`src/rtl/serial_pattern_pkg.sv`:
```
// Shared types and default parameters for the serial pattern generator.
package serial_pattern_pkg;

   typedef enum logic [1:0] {
      IDLE  = 2'd0,
      SHIFT = 2'd1,
      GAP   = 2'd2,
      DONE  = 2'd3
   } state_t;

   localparam int DEF_MAX_LEN    = 16;
   localparam int DEF_CNT_W      = 8;
   localparam int DEF_GAP_CYCLES = 0;

endpackage

```
`src/rtl/serial_pattern_gen_if.sv`:
```
// Request/serial-output bundle of the pattern generator; the requester is the master.
interface serial_pattern_gen_if
   import serial_pattern_pkg::*;
#(
   parameter int MAX_LEN = DEF_MAX_LEN,
   parameter int CNT_W   = DEF_CNT_W
);
   localparam int LEN_W = $clog2(MAX_LEN + 1);

   logic               pat_valid;
   logic               pat_ready;
   logic [MAX_LEN-1:0] pat_data;
   logic [LEN_W-1:0]   pat_len;
   logic [CNT_W-1:0]   pat_repeat;
   logic               abort;
   logic               dout;
   logic               dout_valid;
   logic               frame_start;
   logic               done;
   logic               err;
   logic               busy;

   modport master (
      output pat_valid, pat_data, pat_len, pat_repeat, abort,
      input  pat_ready, dout, dout_valid, frame_start, done, err, busy
   );

   modport slave (
      input  pat_valid, pat_data, pat_len, pat_repeat, abort,
      output pat_ready, dout, dout_valid, frame_start, done, err, busy
   );

endinterface

```
`src/rtl/serial_pattern_gen.sv`:
```
// Serial bit-pattern generator: sends a latched pattern MSB-first, repeated,
// with optional idle gaps between repetitions. All outputs are flops.
module serial_pattern_gen
   import serial_pattern_pkg::*;
#(
   parameter int MAX_LEN    = DEF_MAX_LEN,
   parameter int CNT_W      = DEF_CNT_W,
   parameter int GAP_CYCLES = DEF_GAP_CYCLES
)(
   input  logic              clk,
   input  logic              rst_n,
   serial_pattern_gen_if.slave bus
);
   localparam int LEN_W = $clog2(MAX_LEN + 1);
   localparam int GAP_W = (GAP_CYCLES > 0) ? $clog2(GAP_CYCLES + 1) : 1;

   state_t             state_r, state_nxt_s;
   logic [MAX_LEN-1:0] shreg_r, shreg_nxt_s, shifted_s;
   logic [LEN_W-1:0]   len_r, len_nxt_s;
   logic [LEN_W-1:0]   bit_idx_r, bit_idx_nxt_s;
   logic [CNT_W-1:0]   rep_r, rep_nxt_s;
   logic               err_flag_r, err_flag_nxt_s;
   logic [GAP_W-1:0]   gap_cnt_r;
   logic               len_ok_s;
   logic               dout_r, dout_valid_r, frame_start_r, done_r, err_r, busy_r, pat_ready_r;
   logic               dout_nxt_s, dout_valid_nxt_s, frame_start_nxt_s, done_nxt_s, err_nxt_s;

   assign len_ok_s = (bus.pat_len != {LEN_W{1'b0}}) && (bus.pat_len <= LEN_W'(MAX_LEN));

   // State and job registers
   always_ff @(posedge clk or negedge rst_n) begin
      if (!rst_n) begin
         state_r    <= IDLE;
         shreg_r    <= '0;
         len_r      <= '0;
         bit_idx_r  <= '0;
         rep_r      <= '0;
         err_flag_r <= 1'b0;
      end else begin
         state_r    <= state_nxt_s;
         shreg_r    <= shreg_nxt_s;
         len_r      <= len_nxt_s;
         bit_idx_r  <= bit_idx_nxt_s;
         rep_r      <= rep_nxt_s;
         err_flag_r <= err_flag_nxt_s;
      end
   end

   // Next-state decode
   always_comb begin
      state_nxt_s = state_r;
      case (state_r)
         IDLE: begin
            if (bus.pat_valid) state_nxt_s = len_ok_s ? SHIFT : DONE;
            else               state_nxt_s = IDLE;
         end
         SHIFT: begin
            if (bus.abort)                       state_nxt_s = IDLE;
            else if (bit_idx_r != {LEN_W{1'b0}}) state_nxt_s = SHIFT;
            else if (rep_r == {CNT_W{1'b0}})     state_nxt_s = DONE;
            else if (GAP_CYCLES > 0)             state_nxt_s = GAP;
            else                                 state_nxt_s = SHIFT;
         end
         GAP: begin
            if (bus.abort)                       state_nxt_s = IDLE;
            else if (gap_cnt_r == {GAP_W{1'b0}}) state_nxt_s = SHIFT;
            else                                 state_nxt_s = GAP;
         end
         DONE:    state_nxt_s = IDLE;
         default: state_nxt_s = IDLE;
      endcase
   end

   // Capture and counter updates; the repeat counter is tested for zero before it decrements
   always_comb begin
      shreg_nxt_s    = shreg_r;
      len_nxt_s      = len_r;
      bit_idx_nxt_s  = bit_idx_r;
      rep_nxt_s      = rep_r;
      err_flag_nxt_s = err_flag_r;
      case (state_r)
         IDLE: begin
            if (bus.pat_valid) begin
               shreg_nxt_s    = bus.pat_data;
               len_nxt_s      = bus.pat_len;
               rep_nxt_s      = bus.pat_repeat;
               err_flag_nxt_s = !len_ok_s;
               if (len_ok_s) bit_idx_nxt_s = bus.pat_len - LEN_W'(1);
               else          bit_idx_nxt_s = bit_idx_r;
            end else begin
               err_flag_nxt_s = err_flag_r;
            end
         end
         SHIFT: begin
            if (bit_idx_r != {LEN_W{1'b0}}) begin
               bit_idx_nxt_s = bit_idx_r - LEN_W'(1);
            end else if (rep_r != {CNT_W{1'b0}}) begin
               rep_nxt_s     = rep_r - CNT_W'(1);
               bit_idx_nxt_s = len_r - LEN_W'(1);
            end else begin
               bit_idx_nxt_s = bit_idx_r;
            end
         end
         default: begin
            bit_idx_nxt_s = bit_idx_r;
         end
      endcase
   end

   if (GAP_CYCLES > 0) begin : g_gap
      // Gap counter: loaded on SHIFT->GAP, counts down to the restart of SHIFT
      always_ff @(posedge clk or negedge rst_n) begin
         if (!rst_n)
            gap_cnt_r <= '0;
         else if (state_r == SHIFT && state_nxt_s == GAP)
            gap_cnt_r <= GAP_W'(GAP_CYCLES - 1);
         else if (state_r == GAP && gap_cnt_r != {GAP_W{1'b0}})
            gap_cnt_r <= gap_cnt_r - GAP_W'(1);
         else
            gap_cnt_r <= gap_cnt_r;
      end
   end else begin : g_no_gap
      assign gap_cnt_r = '0;
   end

   // Output decode from the next state so the registered outputs line up with it
   always_comb begin
      shifted_s         = shreg_nxt_s >> bit_idx_nxt_s;
      dout_nxt_s        = 1'b0;
      dout_valid_nxt_s  = 1'b0;
      frame_start_nxt_s = 1'b0;
      done_nxt_s        = 1'b0;
      err_nxt_s         = 1'b0;
      case (state_nxt_s)
         SHIFT: begin
            dout_nxt_s        = shifted_s[0];
            dout_valid_nxt_s  = 1'b1;
            frame_start_nxt_s = (bit_idx_nxt_s == len_nxt_s - LEN_W'(1));
         end
         DONE: begin
            done_nxt_s = !err_flag_nxt_s;
            err_nxt_s  = err_flag_nxt_s;
         end
         default: begin
            dout_nxt_s = 1'b0;
         end
      endcase
   end

   // Registered output stage
   always_ff @(posedge clk or negedge rst_n) begin
      if (!rst_n) begin
         dout_r        <= 1'b0;
         dout_valid_r  <= 1'b0;
         frame_start_r <= 1'b0;
         done_r        <= 1'b0;
         err_r         <= 1'b0;
         busy_r        <= 1'b0;
         pat_ready_r   <= 1'b1;
      end else begin
         dout_r        <= dout_nxt_s;
         dout_valid_r  <= dout_valid_nxt_s;
         frame_start_r <= frame_start_nxt_s;
         done_r        <= done_nxt_s;
         err_r         <= err_nxt_s;
         busy_r        <= (state_nxt_s != IDLE);
         pat_ready_r   <= (state_nxt_s == IDLE);
      end
   end

   assign bus.dout        = dout_r;
   assign bus.dout_valid  = dout_valid_r;
   assign bus.frame_start = frame_start_r;
   assign bus.done        = done_r;
   assign bus.err         = err_r;
   assign bus.busy        = busy_r;
   assign bus.pat_ready   = pat_ready_r;

endmodule

```
`src/flat_wrapper.sv`:
```
// flat-port wrapper written by rule: the top's interface ports become plain ports
module serial_pattern_gen_flat import serial_pattern_pkg::*;
#(
   parameter int MAX_LEN    = DEF_MAX_LEN,
   parameter int CNT_W      = DEF_CNT_W,
   parameter int GAP_CYCLES = DEF_GAP_CYCLES
)
  (clk, rst_n, bus_pat_valid, bus_pat_data, bus_pat_len, bus_pat_repeat, bus_abort, bus_pat_ready, bus_dout, bus_dout_valid, bus_frame_start, bus_done, bus_err, bus_busy);
  serial_pattern_gen_if #(.MAX_LEN(MAX_LEN), .CNT_W(CNT_W)) bus_i ();
  input  logic clk;
  input  logic rst_n;
  input wire logic [$bits(bus_i.pat_valid)-1:0] bus_pat_valid;
  input wire logic [$bits(bus_i.pat_data)-1:0] bus_pat_data;
  input wire logic [$bits(bus_i.pat_len)-1:0] bus_pat_len;
  input wire logic [$bits(bus_i.pat_repeat)-1:0] bus_pat_repeat;
  input wire logic [$bits(bus_i.abort)-1:0] bus_abort;
  output wire logic [$bits(bus_i.pat_ready)-1:0] bus_pat_ready;
  output wire logic [$bits(bus_i.dout)-1:0] bus_dout;
  output wire logic [$bits(bus_i.dout_valid)-1:0] bus_dout_valid;
  output wire logic [$bits(bus_i.frame_start)-1:0] bus_frame_start;
  output wire logic [$bits(bus_i.done)-1:0] bus_done;
  output wire logic [$bits(bus_i.err)-1:0] bus_err;
  output wire logic [$bits(bus_i.busy)-1:0] bus_busy;
  assign bus_i.pat_valid = bus_pat_valid;
  assign bus_i.pat_data = bus_pat_data;
  assign bus_i.pat_len = bus_pat_len;
  assign bus_i.pat_repeat = bus_pat_repeat;
  assign bus_i.abort = bus_abort;
  assign bus_pat_ready = bus_i.pat_ready;
  assign bus_dout = bus_i.dout;
  assign bus_dout_valid = bus_i.dout_valid;
  assign bus_frame_start = bus_i.frame_start;
  assign bus_done = bus_i.done;
  assign bus_err = bus_i.err;
  assign bus_busy = bus_i.busy;
  serial_pattern_gen #(.MAX_LEN(MAX_LEN), .CNT_W(CNT_W), .GAP_CYCLES(GAP_CYCLES)) u_core (.clk(clk), .rst_n(rst_n), .bus(bus_i));
endmodule
```
`config.mk`:
```
export PLATFORM = sky130hd
export DESIGN_NAME = serial_pattern_gen_flat
export DESIGN_NICKNAME = d
export VERILOG_FILES = /design/src/rtl/serial_pattern_pkg.sv /design/src/rtl/serial_pattern_gen_if.sv /design/src/rtl/serial_pattern_gen.sv /design/src/flat_wrapper.sv
export SDC_FILE = /design/constraint.sdc
export NUM_CORES = 1
export LEC_CHECK = 0
export ABC_AREA = 1
export CORE_ASPECT_RATIO = 0.75
export CORE_MARGIN = 2
export CORE_UTILIZATION = 60
export CTS_BUF_LIST = sky130_fd_sc_hd__clkbuf_4
export CTS_CLUSTER_DIAMETER = 50
export DETAILED_ROUTE_END_ITERATION = 12
export GPL_ROUTABILITY_DRIVEN = 0
export PLACE_DENSITY = 0.87
export REMOVE_ABC_BUFFERS = 1
export SLEW_MARGIN = 15
export SYNTH_ARGS = -nofsm -noshare
export SYNTH_HDL_FRONTEND = slang
export SYNTH_SLANG_ARGS = --single-unit
```
`constraint.sdc`:
```
create_clock -name clk -period 3.6 [get_ports clk]
set_clock_uncertainty 0.05 [all_clocks]
set_input_delay 0.54 -clock clk [delete_from_list [all_inputs] [get_ports clk]]
set_output_delay 0.54 -clock clk [all_outputs]
set_load 0.01 [all_outputs]
```
Word-level counts from Yosys, hierarchy flattened. Cells that the tools add are included.

Bits in registers: 44. Bits of input ports: 33. Output and inout bits: 7. Logic and storage cells: 68.

$add $sub $neg: 5. $lt $le $gt $ge: 1. Equality and inequality tests: 9. Shift-type cells: 1. Mux-type cells: 27. Reductions and logical operators: 12.

Operator list (count): 16-bit two-way mux (2); 5-bit two-way mux (6); 8-bit two-way mux (3); 5-bit by 1-bit subtractor with 5-bit output, second input constant (4); 8-bit one-hot mux with 2 select lines (1); 16-bit by 5-bit >> shifter with 1-bit output (1); 2-bit two-way mux (5); 5-bit one-hot mux with 2 select lines (1); 5-bit nonzero test (2); 8-bit logical NOT (1); 1-bit two-way mux (8); 2-bit one-hot mux with 4 select lines (1); 8-bit nonzero test (1); 8-bit by 1-bit subtractor with 8-bit output, second input constant (1); 2-bit equality test, second input constant (3); 5-bit equality test (1); 5-bit <= comparator, second input constant (1); 2-bit by 1-bit equality test with 1-bit output, second input constant (2); 2-bit logical NOT (2); 2-bit inequality test, second input constant (2); 4-bit AND reduction (1); 2-bit nonzero test (2); 1-bit logical NOT (2); 2-bit by 1-bit inequality test with 1-bit output, second input constant (1); 1-bit logical AND (1).

Depth between registers and ports, before layout.
Depth after elaboration: 7. Mapped depth: 16. Depth with buffers taken out: 16.

Worst setup path before layout. Ideal clock, no wire load.

Path type: register to register. Start: register u_core.state_r[1]. End: register u_core.frame_start_r (netlist: u_core.bus.frame_start). Library setup time: 71 ps. Arrival: 1901 ps. Data required time: 3479 ps. Slack: 1578 ps. Stages on the path, launching flop included: 12. Buffers on the path: 1. Clock period less this slack: 2022 ps. Path through: dfrtp_1 > nor2_2 > nand2_2 > buf_4 > o21ai_1 > ha_1 > inv_1 > nor3_2 > xnor2_1 > xor2_1 > nand3_1 > nor2_1.

Longest elaborated chain between the ends: 5. Elaborated cells between the ends (all ways): 11. Classes of those cells: 1 x add/sub; 5 x eq/ne; 4 x mux; 1 x reduce/logical.

Ends and longest elaborated chain: start, declared (line serial_pattern_gen.sv:17) `state_t state_r, state_nxt_s;`; start signal, assigned (line serial_pattern_gen.sv:40) `state_r <= state_nxt_s;`; 2-bit logical NOT (line serial_pattern_gen.sv:52, serial_pattern_gen.sv:81); 5-bit two-way mux (line serial_pattern_gen.sv:81) `case (state_r)`; 5-bit by 1-bit subtractor with 5-bit output (line serial_pattern_gen.sv:138) `frame_start_nxt_s = (bit_idx_nxt_s == len_nxt_s - LEN_W'(1));`; 5-bit equality test (line serial_pattern_gen.sv:138); 1-bit two-way mux (*) (line serial_pattern_gen.sv:134) `case (state_nxt_s)`; via u_core.frame_start_nxt_s (line serial_pattern_gen.sv:26) `logic dout_nxt_s, dout_valid_nxt_s, frame_start_nxt_s, done_nxt_s, err_nxt_s;`; end signal, assigned (line serial_pattern_gen.sv:163) `frame_start_r <= frame_start_nxt_s;`; end, declared (line serial_pattern_gen.sv:25) `logic dout_r, dout_valid_r, frame_start_r, done_r, err_r, busy_r, pat_ready_r;`.

Mark *: on every way through the listed nets, which the timed path passes. The rest lies on a longest branch. A chain may end at the register's enable or synchronous reset.

Final worst setup path. Same ends and word-level chain as after synthesis.

==> flow_metrics.env <==
export IMPL_hold_class="primary input to async pin"
export IMPL_synth_area_top_cells="dfrtp_1, nand2_1, inv_1"
export IMPL_stdcell_count=434
export IMPL_critPathSlowestCell="dfrtp_1"
export IMPL_ff_latch_area_sq_mm=0.00110
export IMPL_grt_antenna_before_repair=0
export IMPL_postCtsHoldBufs=0
export IMPL_synth_most_common_cell="nand2_1"
export IMPL_finalCritPeriodShare_pct=71.1
export IMPL_grt_pass1_wl_mm=9.58
export IMPL_htreeDepth=2
export IMPL_core_area_sq_mm=0.00408
export IMPL_fmax_ghz=0.391
export IMPL_grt_usage_pct=26.3
export IMPL_critical_path_startpoint_type="flop"
export IMPL_area_growth_pct=19.6
export IMPL_vias=2395
export IMPL_grt_setup_unrepaired="no"
export IMPL_setup_tns_ns=0
export IMPL_tightest_slew_ns=0.932
export IMPL_vias_per_cell=5.52
export IMPL_overflow=0
export IMPL_die_w_um=79.6
export IMPL_yosys_warnings=0
export IMPL_nNetsFinal=417
export IMPL_critical_path_depth=10
export IMPL_crit_type="flop to flop"
export IMPL_multi_input_area_sq_mm=0.00127
export IMPL_r2r_slack_ns=1.04
export IMPL_p_total_mw=2.14
export IMPL_timing_final_crit_period_ns=2.56
export IMPL_slew_headroom_pct=37.9
export IMPL_slew_violations=0
export IMPL_required_ns=3.85
export IMPL_crit_fanout=14
export IMPL_hold_viol=0
export IMPL_setup_violations=0
export IMPL_clock_sinks=44
export IMPL_worstPathCellList="nor2_2 -> nand2_2 -> o21ai_2 -> ha_1 -> inv_1 -> nor3_2 -> xnor2_1 -> xor2_1 -> nand3_1 -> nor2_1"
export IMPL_die_area_sq_mm=0.00483
export IMPL_p_per_area_mw_per_mm2=695
export IMPL_nFillCells=312
export IMPL_power_leakage_nw=1.53
export IMPL_synth_cells=337
export IMPL_io_pins=40
export IMPL_synthArstFlopShare_pct=100
export IMPL_rows=20
export IMPL_place_area_sq_mm=0.00299
export IMPL_crit_family="simple AND/OR/NAND/NOR gates"
export IMPL_yosysTopAreaCellShare_pct=41.9
export IMPL_outcome="complete, no violations"
export IMPL_port_buffers=39
export IMPL_grt_pass1_vias=2102
export IMPL_clk_pin_slew_ns=0.13
export IMPL_ys_types=37
export IMPL_seq_area_frac_synth_pct=42.9
export IMPL_post_cts_setup_buffer_count=0
export IMPL_firstDrtPassIters=5
export IMPL_route_detailed_drc=0
export IMPL_post_dp_hpwl_mm=4.46
export IMPL_clockRootBuffer="clkbuf_4"
export IMPL_drive_above_1_share_pct=7.92
export IMPL_drt_iter0_drc=175
export IMPL_path_buf_inv=1
export IMPL_yosys_most_used_dff="dfrtp_1"
export IMPL_maxCapViolCount=0
export IMPL_cts_resized=0
export IMPL_peakVddDrop_mv=0.353
export IMPL_wl_mm=5.96
export IMPL_start_util_pct=63.0
export IMPL_num_antenna_cells=0
export IMPL_clockBufferDepth=2
export IMPL_cts_tree="done"
export IMPL_synth_top_cells_by_count="nand2_1, dfrtp_1, inv_1"
export IMPL_critical_path_arrival_ns=2.81
export IMPL_endpoint_kind="flop"
export IMPL_crit_path_max_incr_delay_ns=0.48
export IMPL_grt_max_degree=45
export IMPL_cts_made_buffers=5
export IMPL_yosysTopAreaCell="dfrtp_1"
export IMPL_fin_area_sq_mm=0.00307
export IMPL_clock_latency_ns=0.36
export IMPL_syn_area_sq_mm=0.00257
export IMPL_ys_ff_latch=44
export IMPL_place_inst=426
export IMPL_wl_per_cell_um=13.7
export IMPL_die_y_um=60.7
export IMPL_rr_worst_depth=10
export IMPL_ant_nets=0
export IMPL_avgSynthCellArea_sq_um=7.63
export IMPL_synth_edf_count=0
state kept, by name, indices dropped and copies added, names as in the netlist:
signal and count:
u_core.state_r 2, u_core.rep_r 8, u_core.bus.pat_ready 1, u_core.bus.busy 1, u_core.err_flag_r 1, u_core.bit_idx_r 5, u_core.bus.frame_start 1, u_core.bus.dout_valid 1
u_core.bus.dout 1, u_core.shreg_r 16, u_core.bus.done 1, u_core.len_r 5, u_core.bus.err 1
stage by stage:
| stage | utilization, % | worst slack (ns) | hold WS (ns) |
|---|---|---|---|
| final | 75.4 | 1.04 | 0.250 |
| after global routing | 75.4 | 0.919 | 0.319 |
| after CTS | 75.4 | 1.09 | 0.283 |
| after detailed placement | 73.4 | 0.752 | 0.413 |
| after global placement | 73.4 | 0.807 | 0.412 |
| after floorplan | - | 1.44 | 0.194 |
kinds of logic after synthesis:
family | after synthesis | synth area share (%)
AO/OA/AOI/OAI | 40 | 9.93
XOR/XNOR | 14 | 4.77
adder cells (fa/ha/maj) | 6 | 2.92
buffers and inverters | 49 | 7.84
flip-flops | 44 | 42.9
multiplexers | 1 | 0.389
AND/OR/NAND/NOR | 183 | 31.3
power by group:
group | total (mW) | internal [mW] | switching [mW]
Clock | 0.308 | 0.145 | 0.162
Sequential | 0.796 | 0.671 | 0.126
Combinational | 1.03 | 0.385 | 0.647
cell usage in the layout, fill, tap and decap left out, drive strengths merged:
cell             n
clkinv           2
ha               6
mux2i            1
or2              1
nand3           27
a22oi            2
clkbuf           5
inv             43
o21ai           18
a31oi            3
dfrtp           43
a22o             1
clkdlybuf4s50   38
o211ai           7
bufinv           1
nor2            26
o32ai            1
o22ai            2
a2bb2oi          1
nor3             6
dfstp            1
nand4            8
xnor2            3
xor2            11
a21oi            5
nand2          115
buf              2
routing by layer:
| layer | track usage, % | vias up | part of all wire [%] |
|---|---|---|---|
| li1 | - | 1171 | - |
| met1 | 38.7 | 1098 | 49 |
| met2 | 40.1 | 111 | 42 |
| met3 | 4.61 | 15 | 7.3 |
| met4 | 8.62 | 0 | 1.7 |
| met5 | 0 | - | 0 |
cell type report:
| class | instances | share of cell area [%] |
|---|---|---|
| repair buffers | 40 | 12.8 |
| clock buffers | 5 | 1.22 |
| well taps | 55 | 2.24 |
| inverters | 43 | 5.33 |
| flip-flops and latches | 44 | 35.9 |
| multi-input cells | 244 | 41.2 |
| clock inverters | 3 | 1.38 |
path summary, 6_finish.rpt:
check                                   start                endpoint
setup / recovery            u_core.state_r[1]  u_core.bus.frame_start
hold / removal                          rst_n         u_core.rep_r[1]
setup reg to reg            u_core.state_r[1]  u_core.bus.frame_start
hold reg to reg            u_core.shreg_r[14]      u_core.shreg_r[14]
max in group asynchronous               rst_n       u_core.shreg_r[5]
min in group clk           u_core.shreg_r[14]      u_core.shreg_r[14]
No activity file was read; power rests on OpenSTA's default activity.
